<file path="src/rtl/instruction_fetch_pkg.sv">
// rtl/instruction_fetch_pkg.sv - shared constants and helpers for the instruction fetch stage
package instruction_fetch_pkg;

   localparam int XLEN = 32;
   localparam logic [XLEN-1:0] INSTR_BYTES = 32'd4;

   // Fetch FSM encoding; kept as plain constants so legacy decode tables stay valid.
   localparam logic [1:0] ST_BOOT = 2'd0;
   localparam logic [1:0] ST_RUN  = 2'd1;
   localparam logic [1:0] ST_HALT = 2'd2;

   // Sequential successor of a fetch address; wraps naturally at 2^XLEN.
   function automatic logic [XLEN-1:0] next_pc(input logic [XLEN-1:0] pc);
      return pc + INSTR_BYTES;
   endfunction

endpackage

</file>
<file path="src/rtl/instruction_fetch.sv">
// rtl/instruction_fetch.sv - fetch stage with IF/ID register; FETCH_MISALIGN_CHECK_EN enables misaligned-redirect fault
module instruction_fetch
   import instruction_fetch_pkg::*;
#(
   parameter logic [XLEN-1:0] RESET_PC = 32'h0000_0000
) (
   input  logic            clk,
   input  logic            rst_n,
   output logic [XLEN-1:0] instruction_address,
   input  logic [XLEN-1:0] instruction,
   output logic            id_valid,
   output logic [XLEN-1:0] id_instr,
   output logic [XLEN-1:0] id_pc,
   input  logic            id_ready,
   input  logic            redirect_valid,
   input  logic [XLEN-1:0] redirect_pc,
   input  logic            halt_req,
   output logic            fetch_fault,
   output logic [XLEN-1:0] fetch_count
);

   logic [1:0]      state;
   logic [XLEN-1:0] pc;
   logic            transfer;
   logic            fault_q;
   logic [XLEN-1:0] redirect_target;
   logic            redirect_bad;

   assign instruction_address = pc;
   assign transfer            = id_valid && id_ready;

`ifdef FETCH_MISALIGN_CHECK_EN
   assign redirect_target = redirect_pc;
   assign redirect_bad    = (redirect_pc[1:0] != 2'b00);
   assign fetch_fault     = fault_q;
`else
   // Without the check, low address bits are simply dropped and no fault is ever raised.
   assign redirect_target = redirect_pc & ~32'd3;
   assign redirect_bad    = 1'b0;
   assign fetch_fault     = 1'b0;
`endif

   // Completed decode handshakes are counted in every state, including on redirect cycles.
   always_ff @(posedge clk or negedge rst_n) begin
      if (!rst_n) begin
         fetch_count <= '0;
      end else if (transfer) begin
         fetch_count <= fetch_count + 32'd1;
      end
   end

   // Fetch FSM, pc and IF/ID register; redirect outranks halt and sequential fetch outside BOOT.
   always_ff @(posedge clk or negedge rst_n) begin
      if (!rst_n) begin
         state    <= ST_BOOT;
         pc       <= RESET_PC;
         id_valid <= 1'b0;
         id_instr <= '0;
         id_pc    <= '0;
         fault_q  <= 1'b0;
      end else begin
         case (state)
            ST_BOOT: begin
               state <= ST_RUN;
            end
            default: begin
               if (redirect_valid) begin
                  id_valid <= 1'b0;
                  if (redirect_bad) begin
                     fault_q <= 1'b1;
                     state   <= ST_HALT;
                  end else begin
                     fault_q <= 1'b0;
                     pc      <= redirect_target;
                     state   <= ST_RUN;
                  end
               end else if (state == ST_RUN && !halt_req) begin
                  if (!id_valid || id_ready) begin
                     id_instr <= instruction;
                     id_pc    <= pc;
                     id_valid <= 1'b1;
                     pc       <= next_pc(pc);
                  end
               end else begin
                  // Halting (or halted): drain the held entry, load nothing new.
                  if (state == ST_RUN) begin
                     state <= ST_HALT;
                  end
                  if (transfer) begin
                     id_valid <= 1'b0;
                  end
               end
            end
         endcase
      end
   end

endmodule

</file>
<file path="config.mk">
export PLATFORM = sky130hd
export DESIGN_NAME = instruction_fetch
export DESIGN_NICKNAME = d
export VERILOG_FILES = /design/src/rtl/instruction_fetch_pkg.sv /design/src/rtl/instruction_fetch.sv
export SDC_FILE = /design/constraint.sdc
export NUM_CORES = 1
export LEC_CHECK = 0
export ABC_AREA = 1
export ABC_CLOCK_PERIOD_IN_PS = 2420
export CAP_MARGIN = 10
export CORE_MARGIN = 2
export CORE_UTILIZATION = 45
export DETAILED_ROUTE_END_ITERATION = 10
export PLACE_DENSITY = 0.81
export REMOVE_ABC_BUFFERS = 1
export SLEW_MARGIN = 0
export SYNTH_ARGS = -nofsm -noshare
export SYNTH_HDL_FRONTEND = slang
export SYNTH_SLANG_ARGS = --single-unit
export TNS_END_PERCENT = 30
</file>
<file path="constraint.sdc">
create_clock -name clk -period 2.42 [get_ports clk]
set_input_delay 0.605 -clock clk [delete_from_list [all_inputs] [get_ports clk]]
set_output_delay 0.605 -clock clk [all_outputs]
set_load 0.005 [all_outputs]
</file>
==> flow_metrics.tcl <==
set metrics [dict create \
    status "complete, no violations" \
    placed_cells 1180 \
    wl_per_cell_um 14.61 \
    clock.fmax_mhz 476.9 \
    r2r_cells 10 \
    rsz0062_at_grt "no" \
    hold_violations 0 \
    start_util 0.4610 \
    stdcell_count 1212 \
    ys_warn_count 0 \
    via_per_inst 4.950 \
    ys_seq_elements 127 \
    worst-r2r-setup-slack_ps 680 \
    critPathLaunch "instruction_address[10]$_DFFE_PN0P_" \
    drt-initial-drc-count 409 \
    die-area_um2 15880 \
    pre_cts_ws_ps 174.3 \
    place.gp.congestion 0.8465 \
    fillers 1192 \
    firstDrtPassIters 5 \
    antenna_left 0 \
    path_max_fanout 6 \
    worstPathCellList "clkdlybuf4s50_1" \
    clk_pin_slew_ps 50 \
    fin_ws_ps 323.0 \
    detailed_place_hpwl_um 12960 \
    max_cap_violations 0 \
    grt_pass1_wl_um 29670 \
    clkSinkCount 127 \
    wl_um 17700 \
    postCtsSetupRepairBufs 0 \
    r2r-end "instruction_address[26]$_DFFE_PN0P_" \
    ios 199 \
    synth_area_um2 6700 \
    cp-end-kind "primary output" \
    die_height_um 126.0 \
    synthDistinctLibCells 36 \
    utilization 0.6532 \
    critPathKind "reg -> out" \
    dr_total_vias 5999 \
    r2r-start "instruction_address[3]$_DFFE_PN0P_" \
    cts_buffers 17 \
    power_density_nw_per_um2 927.8 \
    cts_resized 0 \
    slew_viol_final 0 \
    multi_input_area_um2 3082 \
    min_period_ps 2097 \
    crit_end "instruction_address[10]" \
    nets 1086 \
    syn_inst 811 \
    drive_gt1_frac 0.1099 \
    max_stage_delay_ps 610 \
    vdd_ir_drop_max_v 0.0005607 \
    crit_arrival_ps 1490 \
    fin_crit_sh 0.8665 \
    clockRootBuffer "clkbuf_16" \
    ys_seq_area_frac 0.4743 \
    skew_ps 11.24 \
    grt_overflow_total 0 \
    critPathLaunchType "register" \
    leakage_nw 4.389 \
    synth.avg_cell_area_um2 8.262 \
    cts_tree "built" \
    std_cell_rows 44 \
    grt_pass1_vias 5987 \
    grt_start_max_net_pins 49 \
    setup-violations-final 0 \
    h-tree-depth 4 \
    antenna_found_initial 0 \
    clk_latency_ps 420 \
    synth-edff-count 0 \
    async_reset_ff_frac 1.000 \
    track_usage 0.2314 \
    critical_path_buf_inv_count 1 \
    hold_class "in -> async" \
    syn_to_final_growth_pct 41.70 \
    hold_buffers 0 \
    seq_area_um2 3178 \
    cts_buffer_depth 2 \
    required_ps 1810 \
    antenna_cells 0 \
    coreArea_um2 14530 \
    drcViolationCount 0 \
    die_w_um 126.0 \
    p_total_mw 8.809 \
    slowest_stage "clkdlybuf4s50_1" \
    crit_cells 1 \
    portBuffers 191 \
    cp_top_family "buffers and inverters" \
    synth_ff_type "dfrtp_1" \
]
Yosys cell counts (2+ instances only):
| master | instances | share of area |
|---|---|---|
| nand3b_1 | 2 | 0.0022 |
| buf_4 | 9 | 0.010 |
| buf_6 | 4 | 0.0067 |
| nand4_1 | 10 | 0.0093 |
| xnor2_1 | 12 | 0.016 |
| nor2_4 | 9 | 0.015 |
| mux2_4 | 35 | 0.078 |
| o21ai_1 | 19 | 0.014 |
| nor2_1 | 115 | 0.064 |
| xor2_1 | 11 | 0.014 |
| clkbuf_1 | 6 | 0.0034 |
| o21ai_0 | 41 | 0.031 |
| nand2_1 | 244 | 0.14 |
| nor3_1 | 4 | 0.0030 |
| inv_2 | 2 | 0.0011 |
| o211ai_1 | 2 | 0.0022 |
| dfrtp_1 | 127 | 0.47 |
| ha_1 | 2 | 0.0037 |
| nor2_2 | 10 | 0.0093 |
| inv_1 | 73 | 0.041 |
| buf_2 | 6 | 0.0045 |
| a21oi_1 | 2 | 0.0015 |
| nand2_2 | 5 | 0.0047 |
| nand2_4 | 3 | 0.0050 |
| nand3_1 | 47 | 0.035 |
routing by layer:
metal  share of wire  wire length [µm]  global-route usage  vias to the layer above
li1                -                 -                   -                     2953
met1            0.43              7596              0.2943                     2794
met2            0.49              8633              0.3805                      217
met3           0.060              1056             0.06330                       35
met4           0.023               416             0.08339                        0
met5               0                 0                   0                        -
metrics by stage:
stage	hold slack (ps)	TNS, ps	cell area (µm²)
2_1_floorplan	309.4	-9079	6546
3_3_place_gp	466.6	0	8881
3_5_place_dp	475.7	0	8881
4_1_cts	146.3	0	9494
5_1_grt	155.9	0	9494
6_report	141.0	0	9494
power by group:
group / leakage [nW] / switching [mW] / internal, mW
sequential: 1.59 / 0.547 / 2.74
clock: 0.302 / 0.901 / 1.76
combinational: 2.50 / 1.10 / 1.76
cells by family (layout without fill, tap and decap cells):
group	count (synthesis)	count (layout)	synth area share
buffers and inverters	102	315	0.06797
XOR/XNOR	23	23	0.03006
adder cells (fa/ha/maj)	2	2	0.003734
AND/OR/NAND/NOR	454	454	0.2917
other	1	5	0.0005597
AO/OA/AOI/OAI	67	67	0.05322
multiplexers	35	35	0.07843
flip-flops	127	127	0.4743
layout make-up:
class | count | area share
multi-input cells | 586 | 0.3246
well taps | 184 | 0.02425
repair buffers | 207 | 0.2217
flip-flops and latches | 127 | 0.3347
inverters | 76 | 0.03018
clock inverters | 5 | 0.01054
clock buffers | 27 | 0.05403
sequential cells by signal, indices dropped and copies added (netlist names):
| signal | count |
|---|---|
| id_pc | 30 |
| state | 2 |
| fetch_count | 32 |
| instruction_address | 30 |
| id_valid | 1 |
| id_instr | 32 |
how the worst min path moves through the flow:
stage	startpoint	end	slack, ps
floorplan	rst_n	fetch_count[0]$_DFFE_PN0P_	310
global placement	id_pc[14]$_DFFE_PN0P_	id_pc[14]$_DFFE_PN0P_	470
detailed placement	id_pc[28]$_DFFE_PN0P_	id_pc[28]$_DFFE_PN0P_	480
CTS	rst_n	fetch_count[10]$_DFFE_PN0P_	150
global route	rst_n	fetch_count[7]$_DFFE_PN0P_	160
finish	rst_n	fetch_count[14]$_DFFE_PN0P_	140
cells in the final DEF, fill, tap and decap left out, types with 9 or more instances in the layout:
master,instances
clkbuf_16,17
buf_4,11
o21ai_1,19
inv_1,73
nor2_1,115
clkdlybuf4s50_1,190
nand2_1,244
nor2_4,9
nand3_1,47
nand4_1,10
dfrtp_1,127
xor2_1,11
mux2_4,35
o21ai_0,41
xnor2_1,12
nor2_2,10
Note: power is estimated with default switching activity, not from simulation.
==> RTL change 1: new RTL, same flow settings <==
Put one more register stage on the output `fetch_count`, with the module's reset. The value now appears one clock later. The other outputs are not delayed to match.
--- a/src/rtl/instruction_fetch.sv
+++ b/src/rtl/instruction_fetch.sv
@@ -18,6 +18,8 @@
    output logic            fetch_fault,
    output logic [XLEN-1:0] fetch_count
 );
+
+   logic [XLEN-1:0] fetch_count_s0;
 
    logic [1:0]      state;
    logic [XLEN-1:0] pc;
@@ -43,9 +45,9 @@
    // Completed decode handshakes are counted in every state, including on redirect cycles.
    always_ff @(posedge clk or negedge rst_n) begin
       if (!rst_n) begin
-         fetch_count <= '0;
+         fetch_count_s0 <= '0;
       end else if (transfer) begin
-         fetch_count <= fetch_count + 32'd1;
+         fetch_count_s0 <= fetch_count_s0 + 32'd1;
       end
    end
 
@@ -95,5 +97,13 @@
       end
    end
 
+   always_ff @(posedge clk or negedge rst_n) begin
+      if (!rst_n) begin
+         fetch_count <= '0;
+      end else begin
+         fetch_count <= fetch_count_s0;
+      end
+   end
+
 endmodule
 
Formal check against the unedited RTL: not equivalent (a bounded check fails within 4 cycles, from zero or initial values and one cycle with rst_n low).
==> RTL change 1 against the unedited design <==
Register-to-register slack got worse by 0.19 ns. Sequential power increased by 18%. Wire length is 9.9% higher. Final area increased by 8.9%. Clock skew is 0.0026 ns lower. Power rose by 6.0%. Sequential cell count grew 32. Setup slack got worse by 0.060 ns. Synthesized area grew 13%.
==> RTL change 1: results (changes against the unedited design) <==
| Metric | Value |
|---|---|
| Mux cell area share after synthesis | `6.95% (was 7.84%)` |
| Power Total | `9.34 mW (was 8.81 mW)` |
| Overall Global Routing Usage | `22.8% (was 23.1%)` |
| Synth Area in XOR/XNOR | `2.90% (was 3.01%)` |
| Post-DP HPWL | `14.0 mm (was 13.0 mm)` |
| Biggest registers after layout | `fetch_count x32, fetch_count_s0 x32, id_instr x32 (was fetch_count x32, id_instr x32)` |
| Setup WS pre-CTS | `-0.181 ns (was 0.174 ns)` |
| Post-layout util | `62.6% (was 65.3%)` |
| R2r setup slk | `0.49 ns (was 0.68 ns)` |
| Peak supply drop | `559 uV (was 561 uV)` |
| M3 GR Usage | `6.32% (was 6.33%)` |
| Crit path capture | `instruction_address[17] (was instruction_address[10])` |
| Met2 Use GR | `38.4% (was 38.0%)` |
| Max stage delay on crit path | `0.85 ns (was 0.61 ns)` |
| Dpl cells | `1,265 (was 1,180)` |
| Fillers | `1,345 (was 1,192)` |
| Synth Area in Adders | `0.331% (was 0.373%)` |
| Iteration-0 DRC Markers | `444 (was 409)` |
| R2r startpoint | `id_valid (was instruction_address[3])` |
| Yosys top cell area share | `52.6% (was 47.4%)` |
| Mean Syn Cell Area | `8.76 um^2 (was 8.26 um^2)` |
| Family with the most delay on the worst path | `compound AO/OA/AOI/OAI gates (was buffers and inverters)` |
| Setup ws final | `0.263 ns (was 0.323 ns)` |
| Unique cell type count in the Yosys netlist | `32 (was 36)` |
| WL/cell | `15.0 um (was 14.6 um)` |
| Commonest cells in the netlist | `266 x nand2_1, 159 x dfrtp_1, 124 x nor2_1 (was 244 x nand2_1, 127 x dfrtp_1, 115 x nor2_1)` |
| Largest fanout on the critical path | `43 (was 6)` |
| Clk_skew | `0.00865 ns (was 0.0112 ns)` |
| Layout cells sized above 1 | `10.8% (was 11.0%)` |
| Worst EP arrival | `2.48 ns (was 1.49 ns)` |
| Placed cell area | `0.00977 mm^2 (was 0.00888 mm^2)` |
| Met1 usage in global routing | `28.8% (was 29.4%)` |
| Vias | `6,405 (was 5,999)` |
| Nets | `1,135 (was 1,086)` |
| Status | `complete, no violations (unchanged)` |
| Drt via density | `4.94 (was 4.95)` |
| First-pass GRT wire length | `32.1 mm (was 29.7 mm)` |
| Slowest-stage cell, CP | `o21ai_4 (was clkdlybuf4s50_1)` |
| Final hold slack | `0.137 ns (was 0.141 ns)` |
RTL change 1: cell count changes after synthesis, sizes merged, moves of 3 or more:
cell / change
nor3: -4
nand3b: +5
nor2: +12
nand4: -3
dfrtp: +32
inv: -11
nand3: -3
nand2: +22
RTL change 1: final cells by class:
cell class | count | area share (%)
inverter | 65 | 2.36
tap | 220 | 2.66
clock inverter | 12 | 1.22
timing repair buffer | 205 | 20.0
multi-input combinational | 616 | 30.9
clock buffer | 20 | 4.32
sequential | 159 | 38.5
RTL change 1: logic make-up (layout without fill, tap and decap cells):
group                    after synthesis  in the layout
AND/OR/NAND/NOR                      483            483
flip-flops                           159            159
buffers and inverters                 92            302
AO/OA/AOI/OAI                         66             66
multiplexers                          35             35
XOR/XNOR                              25             25
adder cells (fa/ha/maj)                2              2
other                                  1              5
RTL change 1: routing by layer:
layer / up-vias / routed length [um]
met1: 3028 / 8160
li1: 3108 / -
met5: - / 0
met3: 30 / 1430
met2: 239 / 9550
met4: 0 / 306
==> RTL change 2: new RTL, config.mk and constraints unchanged <==
Made on the original files. `XLEN`: 32 -> 64.
--- a/src/rtl/instruction_fetch_pkg.sv
+++ b/src/rtl/instruction_fetch_pkg.sv
@@ -1,7 +1,7 @@
 // rtl/instruction_fetch_pkg.sv - shared constants and helpers for the instruction fetch stage
 package instruction_fetch_pkg;
 
-   localparam int XLEN = 32;
+   localparam int XLEN = 64;
    localparam logic [XLEN-1:0] INSTR_BYTES = 32'd4;
 
    // Fetch FSM encoding; kept as plain constants so legacy decode tables stay valid.
Interface: changed (6 resized); port bits go from 199 to 391. No check against the original RTL was run, so the function may have changed too.
==> RTL change 2 against the unedited design <==
Setup slack lost 0.20 ns. Power grew 89%. Clock skew shrank 0.0028 ns. Wire length grew to 2.7 times the old value. Hold slack lost 0.14 ns. Via count grew 130%. Final area grew 100%. First-iteration DRC count grew to 2.7 times the old value. Critical path depth is the same. Die area grew 100%. Sequential cell count grew 128. Sequential share of layout area shrank 0.49 points. Cell count grew 120%. Synthesized area grew 100%.
==> RTL change 2: results (changes against the unedited design) <==
| Metric | Value |
|---|---|
| Leakage Power | `8.55 nW (was 4.39 nW)` |
| Layout cells sized above 1 | `8.52% (was 11.0%)` |
| Dpl cells | `2,589 (was 1,180)` |
| Post-synthesis sequential area ratio | `46.5% (was 47.4%)` |
| Largest fanout on the critical path | `6 (unchanged)` |
| Overall Global Routing Usage | `29.5% (was 23.1%)` |
| Clock Path Buffers | `3 (was 2)` |
| Fillers | `2,530 (was 1,192)` |
| Largest net degree at the start of global routing | `68 (was 49)` |
| Nets | `2,365 (was 1,086)` |
| Biggest registers after layout | `fetch_count x64, id_instr x64 (was fetch_count x32, id_instr x32)` |
| Worst EP arrival | `1.69 ns (was 1.49 ns)` |
| GPL Wtd Cong | `0.998 (was 0.847)` |
| Met1 usage in global routing | `35.1% (was 29.4%)` |
| Status | `complete, no violations (unchanged)` |
| M3 GR Usage | `7.04% (was 6.33%)` |
| H-tree Lvls | `1 (was 4)` |
| Drt pass-1 iters | `6 (was 5)` |
| WL/cell | `17.8 um (was 14.6 um)` |
| Initial antenna violation count | `4 (was 0)` |
| Drt via density | `5.21 (was 4.95)` |
| CTS clk-pin slew, worst paths | `0.07 ns (was 0.05 ns)` |
| I/O Buffers | `383 (was 191)` |
| Area contributors post-synth | `dfrtp_1 46%, nand2_1 15%, nor2_1 9.0%, mux2_2 5.6%, o21ai_0 4.8% (was dfrtp_1 47%, nand2_1 14%, mux2_4 7.8%, nor2_1 6.4%, inv_1 4.1%)` |
| CTS buffer count | `29 (was 17)` |
| Post-DP HPWL | `36.2 mm (was 13.0 mm)` |
| Family with the most delay on the worst path | `buffers and inverters (unchanged)` |
| Iteration-0 DRC Markers | `1,124 (was 409)` |
| Mean Syn Cell Area | `7.54 um^2 (was 8.26 um^2)` |
| Clk_skew | `0.00839 ns (was 0.0112 ns)` |
| Commonest cells in the netlist | `566 x nand2_1, 328 x nor2_1, 255 x dfrtp_1 (was 244 x nand2_1, 127 x dfrtp_1, 115 x nor2_1)` |
| Met2 Use GR | `50.2% (was 38.0%)` |
| Peak supply drop | `658 uV (was 561 uV)` |
| Skew-Pair Late Insertion Delay | `0.55 ns (was 0.42 ns)` |
## RTL change 2: cell count changes after synthesis, sizes merged, moves of 18 or more
cell	before	now
o21ai	61	134
nand3	48	101
nand2	252	573
dfrtp	127	255
inv	75	163
mux2	35	68
nor2	134	341
xor2	11	29
## RTL change 2: worst paths after layout
check,from,to,slack [ns],cells after the start
worst max-delay path,instruction_address[40],instruction_address[40],0.12,1
worst min-delay path,rst_n,fetch_count[43],0.006,1
worst max register to register,instruction_address[3],instruction_address[26],0.28,10
worst min register to register,fetch_count[63],fetch_count[63],0.48,1
max in group asynchronous,rst_n,id_instr[58],1.67,2
min in group clk,fetch_count[63],fetch_count[63],0.48,1
## RTL change 2: area by class of cell
cell class	instances	area [um^2]	area share [%]
clock inverters	15	169	0.873
flip-flops and latches	255	6380	33.0
diodes	4	10.0	0.0517
multi-input cells	1353	6510	33.7
inverters	163	612	3.16
repair buffers	428	4350	22.5
well taps	390	488	2.52
clock buffers	39	823	4.26
## RTL change 2: routing by layer
metal  vias to the layer above  wire (um)
li1                       6562          -
met5                         -          0
met2                       642      22400
met1                      6478      17900
met4                         0       2300
met3                       120       4490
## RTL change 2: cells by family (layout without fill, tap and decap cells)
family                   count (synthesis)  after routing  synth area share (%)
AO/OA/AOI/OAI                          170            170                  6.47
XOR/XNOR                                54             54                  3.50
buffers and inverters                  217            645                  6.33
AND/OR/NAND/NOR                       1054           1054                  31.4
adder cells (fa/ha/maj)                  2              2                 0.182
other                                    1              9                0.0273
multiplexers                            68             68                  5.58
flip-flops                             255            255                  46.5
## RTL change 2: where the power goes
| part | leakage [nW] | switching (mW) | total, mW | internal (mW) |
|---|---|---|---|---|
| Combinational | 4.87 | 2.25 | 5.41 | 3.16 |
| Clock | 0.484 | 1.84 | 4.54 | 2.71 |
| Sequential | 3.19 | 1.21 | 6.66 | 5.45 |
| Total | 8.55 | 5.30 | 16.6 | 11.3 |
## RTL change 2: stage by stage
| stage | area [um^2] | setup TNS [ns] | utilization, % | setup WS [ns] | power (mW) |
|---|---|---|---|---|---|
| 2_1_floorplan | 13500 | -732.29 | - | -5.71 | 8.34 |
| 3_3_place_gp | 18300 | -2.20 | 61.4 | -0.0519 | 11.9 |
| 3_5_place_dp | 18300 | -3.58 | 61.4 | -0.0752 | 12.1 |
| 4_1_cts | 19300 | 0 | 64.7 | 0.0921 | 16.7 |
| 5_1_grt | 19300 | 0 | 64.7 | 0.0566 | 17.5 |
| 6_report | 19300 | 0 | 64.8 | 0.124 | 16.6 |
